## config.mk

```make
export PLATFORM = sky130hd
export DESIGN_NAME = cmp_seq_ctrl
export DESIGN_NICKNAME = d
export VERILOG_FILES = /design/src/rtl/cmp_seq_ctrl.sv
export SDC_FILE = /design/constraint.sdc
export NUM_CORES = 1
export LEC_CHECK = 0
export CELL_PAD_IN_SITES_DETAIL_PLACEMENT = 1
export CELL_PAD_IN_SITES_GLOBAL_PLACEMENT = 1
export CORE_MARGIN = 2
export CORE_UTILIZATION = 38
export DETAILED_ROUTE_END_ITERATION = 7
export PLACE_DENSITY = 0.73
export SLEW_MARGIN = 20
export SYNTH_ARGS = -nofsm -noshare
export SYNTH_HDL_FRONTEND = slang
export SYNTH_SLANG_ARGS = --single-unit
```

## constraint.sdc

```tcl
create_clock -name clk -period 2.5 [get_ports clk]
set_input_delay 0.5 -clock clk [delete_from_list [all_inputs] [get_ports clk]]
set_output_delay 0.5 -clock clk [all_outputs]
set_load 0.1 [all_outputs]
```

## src/rtl/cmp_seq_ctrl.sv

```systemverilog
// Multi-cycle unsigned compare of two SLICE*CHUNKS-bit operands using one SLICE-bit slice.
// Walks chunks MSB first and exits on the first unequal chunk, or after the LSB chunk.
module cmp_seq_ctrl #(
  parameter int SLICE  = 6,
  parameter int CHUNKS = 4
) (
  input  logic                         clk,
  input  logic                         reset_n,
  input  logic                         start,
  input  logic [SLICE*CHUNKS-1:0]      a,
  input  logic [SLICE*CHUNKS-1:0]      b,
  output logic                         ready,
  output logic                         done,
  output logic                         ageb,
  output logic                         agtb,
  output logic                         aeqb,
  output logic [$clog2(CHUNKS+1)-1:0]  nchunks
);

  localparam int W  = SLICE * CHUNKS;
  localparam int IW = (CHUNKS > 1) ? $clog2(CHUNKS) : 1;
  localparam int NW = $clog2(CHUNKS + 1);

  typedef enum logic [1:0] {IDLE, CMP, DONE} state_t;

  state_t            state_q, state_d;
  logic [W-1:0]      ra, rb;
  logic [IW-1:0]     idx;
  logic [NW-1:0]     cnt;
  logic [SLICE-1:0]  ca, cb;
  logic              chunk_gt, chunk_eq, last_chunk;

  function automatic logic [SLICE-1:0] chunk_of(input logic [W-1:0] v, input logic [IW-1:0] i);
    chunk_of = v[i*SLICE +: SLICE];
  endfunction

  assign ca         = chunk_of(ra, idx);
  assign cb         = chunk_of(rb, idx);
  assign chunk_gt   = (ca > cb);
  assign chunk_eq   = (ca == cb);
  assign last_chunk = (idx == '0);

  always_comb begin
    state_d = state_q;
    ready   = 1'b0;
    done    = 1'b0;
    case (state_q)
      IDLE: begin
        ready = 1'b1;
        if (start) state_d = CMP;
      end
      CMP: begin
        if (!chunk_eq || last_chunk) state_d = DONE;
      end
      DONE: begin
        done    = 1'b1;
        state_d = IDLE;
      end
      default: state_d = IDLE;
    endcase
  end

  always_ff @(posedge clk or negedge reset_n) begin
    if (!reset_n) begin
      state_q <= IDLE;
    end else begin
      state_q <= state_d;
    end
  end

  // Operand capture, chunk walk and result registers; results move only on CMP exit.
  always_ff @(posedge clk or negedge reset_n) begin
    if (!reset_n) begin
      ra      <= '0;
      rb      <= '0;
      idx     <= '0;
      cnt     <= '0;
      agtb    <= 1'b0;
      aeqb    <= 1'b0;
      ageb    <= 1'b0;
      nchunks <= '0;
    end else begin
      case (state_q)
        IDLE: begin
          if (start) begin
            ra  <= a;
            rb  <= b;
            idx <= IW'(CHUNKS - 1);
            cnt <= '0;
          end
        end
        CMP: begin
          if (!chunk_eq) begin
            agtb    <= chunk_gt;
            aeqb    <= 1'b0;
            ageb    <= chunk_gt;
            nchunks <= cnt + NW'(1);
          end else if (last_chunk) begin
            agtb    <= 1'b0;
            aeqb    <= 1'b1;
            ageb    <= 1'b1;
            nchunks <= NW'(CHUNKS);
          end else begin
            idx <= idx - IW'(1);
            cnt <= cnt + NW'(1);
          end
        end
        default: ;
      endcase
    end
  end

endmodule

```

=== Word level (Yosys, flattened, before mapping) ===
Cells that the tools add are included.

* Multiplexer cells: 20
* Order comparisons: 1
* Shift operators: 2
* Multiply operators: 1
* Add/subtract/negate cells: 2
* Reductions and logical operators: 9
* Eq/ne operators: 8

{| class="wikitable"
|+ Operator list
! kind !! number
|-
| 24-bit by 6-bit indexed part select with 6-bit output || 2
|-
| 3-bit two-way mux || 5
|-
| 2-bit two-way mux || 5
|-
| 2-bit inequality test, second input constant || 4
|-
| 2-bit case mux with 2 select lines || 2
|-
| 1-bit two-way mux || 7
|-
| 6-bit == test || 1
|-
| 6-bit greater-than comparator || 1
|-
| 3-bit case mux with 2 select lines || 1
|-
| 2-bit AND reduction || 3
|-
| 2-bit zero test || 2
|-
| 2-bit by 2-bit multiplier with 4-bit output, second input constant || 1
|-
| 4-bit AND reduction || 1
|-
| 3-bit by 1-bit adder with 3-bit output, second input constant || 1
|-
| 2-bit by 1-bit == test with 1-bit output, second input constant || 1
|-
| 2-bit == test, second input constant || 1
|-
| 2-bit by 1-bit inequality test with 1-bit output, second input constant || 1
|-
| 2-bit nonzero test || 1
|-
| 2-bit by 1-bit subtractor with 2-bit output, second input constant || 1
|-
| 1-bit zero test || 1
|-
| 1-bit logical OR || 1
|}

* Register bits after elaboration: 61
* Bits of input ports: 51

=== Depth between registers and ports, before layout ===
Gate-level depths: netlist of the first run.

* Depth after elaboration: 7
* Gate-level depth with buffers: 10
* Depth with buffers taken out: 8

=== Least setup slack after synthesis of the first run ===
OpenSTA, ideal clock, no wires.

* Path kind: reg-to-reg
* From: register idx[0]
* To: register cnt[0]
* Cell stages (with the launch flop): 9
* Arrival time: 2.333 ns
* Buffers on the path: 2
* Slack: 0.042 ns
* Setup time: 0.125 ns
* Clock period less this slack: 2.458 ns
* Cell sequence: dfrtp_1 > buf_2 > buf_4 > mux4_2 > ha_1 > nand4_4 > o21ai_4 > nand2_4 > mux2_4

* Cells in the longest elaborated chain, start to end: 5
* Elaborated cells between the ends (all ways): 8
* Those cells by class: 1 x mul; 3 x eq/ne; 2 x shift; 2 x reduce/logical

{| class="wikitable"
|+ Ends and longest elaborated chain
! what !! line !! source
|-
| from (decl) || 28 || <nowiki>logic [IW-1:0] idx;</nowiki>
|-
| from (signal assigned) || 88 || <nowiki>idx <= IW'(CHUNKS - 1);</nowiki>
|-
| from (signal assigned) || 104 || <nowiki>idx <= idx - IW'(1);</nowiki>
|-
| 2-bit by 2-bit multiplier with 4-bit output || 34 || <nowiki>chunk_of = v[i*SLICE +: SLICE];</nowiki>
|-
| 24-bit by 6-bit indexed part select with 6-bit output || 34 ||
|-
| 6-bit == test || 40 || <nowiki>assign chunk_eq = (ca == cb);</nowiki>
|-
| 2-bit inequality test (no source line) || - ||
|-
| 4-bit AND reduction (no source line) (*) || - ||
|-
| to (signal assigned) || 105 || <nowiki>cnt <= cnt + NW'(1);</nowiki>
|-
| to (decl) || 29 || <nowiki>logic [NW-1:0] cnt;</nowiki>
|}

Every way passes the cells marked *; elsewhere a longest branch is shown, timed or not.
A chain may end at the register's enable or synchronous reset.

=== Worst setup path in the final report of the first run ===
Same ends and word-level chain as after synthesis.

==> impl_metrics.json, run 1 <==
{
  "post-route-min-period_ns": 2.36,
  "layout.area.seq_mm2": 0.00153,
  "grt_antenna_before_repair": 0,
  "gr-usage-all-layers_pct": 15.7,
  "synth.yosys.seq_area_share_pct": 53.9,
  "detailed_place_hpwl_mm": 4.50,
  "power_mw": 5.16,
  "switching_share_pct": 39.0,
  "dr_total_vias": 1792,
  "synth_area_mm2": 0.00283,
  "worst_vdd_drop_mv": 0.530,
  "p_leak_nw": 1.62,
  "worst_r2r_startpoint": "idx[0]",
  "route.final.wire_length_mm": 5.85,
  "rsz_0062_raised_after_global_routing": "no",
  "finalHoldWorstSlack_ns": 0.115,
  "clock_skew_ns": 0.00875,
  "design.final.nets": 318,
  "setup_total_negative_slack_ns": 0,
  "place.port_buffers": 58,
  "maximum_number_of_pins_on_one_net_before_global_route_repair": 39,
  "cpPeakStageDelay_ns": 0.50,
  "worst-path-max-fanout": 11,
  "achievable-frequency_ghz": 0.423,
  "internal_power_summed_over_all_cells_mw": 3.15,
  "grt_pass1_wl_mm": 9.83,
  "route.antenna.remaining_nets": 0,
  "routed_via_density": 4.94,
  "yosysWarningCount": 0,
  "place_congestion": 0.747,
  "fp.dieW_um": 90.3,
  "final.setup.worst_slack_ns": 0.137,
  "timing.final.setup_violations": 0,
  "cpMaxStageDelayCell": "mux4_2",
  "worst_ep_required_time_ns": 2.72,
  "min_path_type": "in -> async",
  "area_growth_pct": 33.1,
  "floorplan.die.height_um": 90.3,
  "floorplan.initialDensity_pct": 39.1,
  "multi_input_area_mm2": 0.00122,
  "timing.critical_path.cells": "buf_12 -> mux4_2 -> ha_1 -> nand4_4 -> o21ai_4 -> nand2_4 -> mux2_4",
  "p_sw_mw": 2.01,
  "power.share.combinational_pct": 49.5,
  "firstDrtPassIters": 4,
  "timing.reg2reg.setup_slack_ns": 0.14,
  "cts_sinks": 61,
  "worst_ep_arrival_time_ns": 2.58,
  "placementRows": 31,
  "syn-instance-count": 187,
  "reg2reg_path_depth": 7,
  "power_density_mw_per_mm2": 1370,
  "die_area_mm2": 0.00816,
  "design.core.area_mm2": 0.00725,
  "route.detailed.drc": 0,
  "r2r_end": "cnt[0]",
  "final.fill_count": 736,
  "slew_viol_final": 0,
  "power.share.clock_pct": 16.5,
  "ctsHtreeMaxLevel": 3,
  "actual_slew_at_the_worst_max_slew_pin_ns": 0.487,
  "seqPwrFrac_pct": 34.0,
  "final_layout_size_suffix_gt1_share_pct": 31.8,
  "number_of_global_route_vias_before_repair": 1929,
  "cap_viol_max_count": 0,
  "pre_cts_ws_ns": 0.0516,
  "postCtsHoldBufs": 0,
  "worst_setup_path_end_kind": "register",
  "count_of_boundary_i_o_pins": 59,
  "critical_path.startpoint_type": "register",
  "synth_fp_nets": 246,
  "cts_tree": "built",
  "timing_worst_setup_path_type": "reg -> reg",
  "antenna_cells_inserted": 0,
  "max-slew-margin-rel_pct": 67.5,
  "drtIter0Drc": 47,
  "layout_worst_path_cycle_share_pct": 94.5,
  "clk_transition_reported_paths_ns": 0.07,
  "synthDistinctLibCells": 35,
  "ys_seq_elements": 61,
  "clk_root_buffer_cell": "clkbuf_8",
  "clock_path_buffers": 2,
  "clkLatencyLatePin_ns": 0.34,
  "post_synthesis_area_per_instance_um2": 15.1,
  "globalRouteOverflowTotal": 0,
  "status": "completed",
  "route.detailed.wl_per_inst_um": 16.1,
  "final-hold-violation-count": 0,
  "cts_inserted_buffers": 9
}
-- synth_stat cells, drive strengths merged --
master   count  share of area [%]
a41oi        1               0.31
o221ai       1               0.31
xnor2        1               0.31
o2bb2ai      1               0.31
mux2        49                 20
a21bo        1               0.35
o21ai        2               0.75
nand2b       1               0.22
nand3b       1               0.27
dfrtp       61                 54
clkbuf       1               0.13
a21oi        6                1.1
buf          7                1.6
a21boi       1               0.27
and2b        1               0.31
nor2b        1               0.22
o22a         1               0.31
nor2         6               0.79
nand2        4               0.79
a22o         2               0.62
inv         11                1.5
nor3b        1               0.44
mux4        12                9.5
ha           8                3.5
nand4        3                1.2
o31ai        1               0.75
o211ai       1               0.27
o21bai       1               0.40
-- through the flow --
step / instances / util (%) / cell area (µm²)
2_1_floorplan: 187 / - / 2830
3_3_place_gp: 343 / 48.9 / 3550
3_5_place_dp: 343 / 48.9 / 3550
4_1_cts: 359 / 51.6 / 3740
5_1_grt: 363 / 52.0 / 3770
6_report: 363 / 52.0 / 3770
-- power groups by stage --
stage | clock network (mW) | registers [mW] | logic, mW
after floorplan | 0 | 1.94 | 1.71
after global placement | 0 | 1.76 | 2.47
after detailed placement | 0 | 1.78 | 2.53
after CTS | 0.876 | 1.76 | 2.54
after global routing | 0.918 | 1.82 | 2.79
final | 0.852 | 1.76 | 2.55
-- cells by family (layout without fill, tap and decap cells) --
family,Yosys count,count (layout),synth area share [%]
adder cells (fa/ha/maj),8,8,3.53
AND/OR/NAND/NOR,18,18,4.24
AO/OA/AOI/OAI,19,19,5.70
flip-flops,61,61,53.9
buffers and inverters,19,96,3.18
XOR/XNOR,1,1,0.309
multiplexers,61,61,29.2
-- layout by cell type (no fill, tap or decap), drive strengths merged, types with 2 or more instances in the layout --
cell type,count
nand2,4
nand4,3
a22o,2
nor2,6
clkbuf,12
ha,8
clkinv,2
a21oi,6
inv,11
mux4,12
buf,20
o21ai,2
dfrtp,61
mux2,49
clkdlybuf4s50,49
-- registers in the layout (all words and copies together), names as in the netlist --
signal,count
aeqb,1
ageb,1
agtb,1
cnt,3
idx,2
nchunks,3
ra,24
rb,24
state_q,2
-- worst max-delay path by stage --
stage / start / to / slack, ns / cells after the start
finish: idx[0] / cnt[0] / 0.14 / 7
global route: idx[0] / cnt[2] / 0.03 / 8
CTS: idx[0] / cnt[0] / 0.05 / 7
detailed placement: idx[0] / cnt[0] / 0.05 / 7
global placement: idx[0] / cnt[0] / 0.11 / 7
floorplan: idx[0] / cnt[0] / 0.04 / 8
-- worst max-delay path: cells and delay by family (launching register included) --
family | cells | cell delay (ns)
muxes | 2 | 0.80
buffers and inverters | 1 | 0.17
DFF | 1 | 0.40
adders and majority gates | 1 | 0.38
and+or+nand+nor | 2 | 0.27
AOI/OAI and AO/OA | 1 | 0.24
-- layer usage --
| metal | routed length, µm | GRT usage, % | vias up |
|---|---|---|---|
| met1 | 2590 | 20.0 | 915 |
| met3 | 204 | 3.76 | 10 |
| met2 | 2950 | 25.4 | 36 |
| met4 | 111 | 7.31 | 0 |
| met5 | 0 | 0 | - |
| li1 | - | - | 831 |
-- what timing repair did --
action                     4_1_cts  5_1_grt
gates resized for setup          0        0
setup endpoints to repair        0        1
buffers inserted                 0        4
-- final cells by class --
cell class / count / share of cell area, %
clock buffers: 12 / 3.85
clock inverters: 4 / 1.26
inverters: 11 / 1.10
multi-input cells: 107 / 32.4
flip-flops and latches: 61 / 40.5
well taps: 99 / 3.29
repair buffers: 69 / 17.6
Note: power is estimated with default switching activity, not from simulation.
==> inputs of run 2 (changes only) <==
--- a/config.mk
+++ b/config.mk
@@ -11,6 +11,7 @@
 export CORE_UTILIZATION = 38
 export DETAILED_ROUTE_END_ITERATION = 7
 export PLACE_DENSITY = 0.73
+export RECOVER_POWER = 25
 export SLEW_MARGIN = 20
 export SYNTH_ARGS = -nofsm -noshare
 export SYNTH_HDL_FRONTEND = slang
==> run 2 against run 1 <==
Against the previous run: sequential share of layout area increased by 0.054 points; final area shrank 0.13%; total power about the same; sequential power hardly changed; first-iteration DRC count grew 2.1%; core utilization decreased by 0.069 points; clock skew hardly changed; flip-flop and latch count is the same; global-route usage did not move; final cell count unchanged; setup slack got worse by 0.011 ns; critical path type unchanged; largest power group unchanged.
==> impl_metrics.json, run 2 (synthesis gave the netlist of run 1 again) <==
{
  "finalHoldWorstSlack_ns": 0.374,
  "worst_setup_path_end_kind": "register",
  "floorplan.initialDensity_pct": 39.1,
  "route.detailed.drc": 0,
  "clock_path_buffers": 2,
  "final.setup.worst_slack_ns": 0.126,
  "clk_root_buffer_cell": "clkbuf_8",
  "setup_total_negative_slack_ns": 0,
  "instances_no_fill": 363,
  "layout.cells.most_common": "dfrtp_1",
  "achievable-frequency_ghz": 0.421,
  "count_of_boundary_i_o_pins": 59,
  "number_of_instances_in_the_placed_design": 343,
  "layout_common_cells": "61 x dfrtp_1, 49 x clkdlybuf4s50_1, 28 x mux2_2",
  "firstDrtPassIters": 4,
  "cap_viol_max_count": 0,
  "clock_skew_ns": 0.00880,
  "detailed_place_hpwl_mm": 4.50,
  "route.antenna.remaining_nets": 0,
  "routed_via_density": 4.94,
  "slew_viol_final": 0,
  "maximum_number_of_pins_on_one_net_before_global_route_repair": 39,
  "power_density_mw_per_mm2": 1370,
  "drtIter0Drc": 48,
  "worst-path-max-fanout": 11,
  "post-route-min-period_ns": 2.37,
  "antenna_cells_inserted": 0,
  "design.core.area_mm2": 0.00725,
  "postCtsHoldBufs": 0,
  "max-slew-margin-rel_pct": 22.7,
  "final-hold-violation-count": 0,
  "clkLatencyLatePin_ns": 0.33,
  "layout_worst_path_cycle_share_pct": 94.9,
  "cts_inserted_buffers": 9,
  "grt_pass1_wl_mm": 9.83,
  "timing_worst_setup_path_type": "reg -> reg",
  "placementRows": 31,
  "design.final.nets": 318,
  "worst_ep_required_time_ns": 2.71,
  "dr_total_vias": 1792,
  "worst_ep_arrival_time_ns": 2.58,
  "status": "completed",
  "timing.reg2reg.setup_slack_ns": 0.13,
  "timing.final.setup_violations": 0,
  "cts_resized": 0,
  "globalRouteOverflowTotal": 0,
  "ctsHtreeMaxLevel": 3,
  "reg2reg_path_depth": 8,
  "fp.dieW_um": 90.3,
  "pre_cts_ws_ns": 0.0516,
  "p_leak_nw": 1.62,
  "place_congestion": 0.747,
  "die_area_mm2": 0.00816,
  "actual_slew_at_the_worst_max_slew_pin_ns": 1.16,
  "route.detailed.wl_per_inst_um": 16.1,
  "number_of_global_route_vias_before_repair": 1929,
  "final_layout_size_suffix_gt1_share_pct": 31.1,
  "route.final.wire_length_mm": 5.85,
  "rsz_0062_raised_after_global_routing": "no",
  "min_path_type": "in -> async",
  "worst_vdd_drop_mv": 0.531,
  "cts_tree": "built",
  "critical_path.startpoint_type": "register",
  "floorplan.die.height_um": 90.3,
  "worst_r2r_startpoint": "idx[0]",
  "place.port_buffers": 58,
  "r2r_end": "cnt[2]",
  "clk_transition_reported_paths_ns": 0.07,
  "grt_antenna_before_repair": 0,
  "gr-usage-all-layers_pct": 15.7,
  "cts_sinks": 61,
  "biggestRegsByFlops": "ra: 24 flops, rb: 24 flops",
  "utilization_pct": 51.9,
  "area_growth_pct": 32.9
}
run 2: cell count changes in the layout (fill, tap and decap cells not counted):
cell / delta
clkbuf_1: +2
buf_2: -1
buf_4: -1
run 2: final cells by class:
type	instances	area, µm²
clock inverters	4	47.5
inverters	11	41.3
repair buffers	69	658
clock buffers	12	145
well taps	99	124
fillers	738	3490
flip-flops and latches	61	1530
multi-input cells	107	1220
run 2: timing repair:
item                       in CTS  in global routing
buffers inserted                0                  4
hold endpoints to repair        0                  0
setup endpoints to repair       0                  1
run 2: per-layer routing:
layer / part of all wire, % / routed length (µm) / GRT usage (%)
met1: 44 / 2600 / 20.0
met2: 51 / 2960 / 25.4
met3: 3.4 / 201 / 3.76
met4: 1.6 / 92 / 7.31
met5: 0 / 0 / 0
run 2: worst max path at each step:
stage	start	to	slack [ns]
final	idx[0]	cnt[2]	0.13
after global routing	idx[0]	cnt[2]	0.03
after CTS	idx[0]	cnt[0]	0.05
after detailed placement	idx[0]	cnt[0]	0.05
after global placement	idx[0]	cnt[0]	0.11
after floorplan	idx[0]	cnt[0]	0.04
run 2: metrics by stage:
step / cell area [µm²] / power (mW)
after floorplan: 2830 / 3.65
after detailed placement: 3550 / 4.31
after global routing: 3760 / 5.53
after global placement: 3550 / 4.22
final: 3760 / 5.16
after CTS: 3740 / 5.18
run 2: worst max-delay path, cell delays in order (launching register included):
cell       delay (ns)
dfrtp_1          0.40
buf_12           0.17
mux4_2           0.50
ha_1             0.38
nand4_4          0.17
o21ai_4          0.24
buf_4            0.16
o211ai_1         0.09
o2bb2ai_1        0.15
run 2: power by group:
| group | total [mW] | internal, mW | switching, mW | leakage [nW] |
|---|---|---|---|---|
| logic | 2.55 | 1.19 | 1.36 | 0.800 |
| registers | 1.76 | 1.47 | 0.282 | 0.721 |
| clock network | 0.849 | 0.485 | 0.365 | 0.0964 |
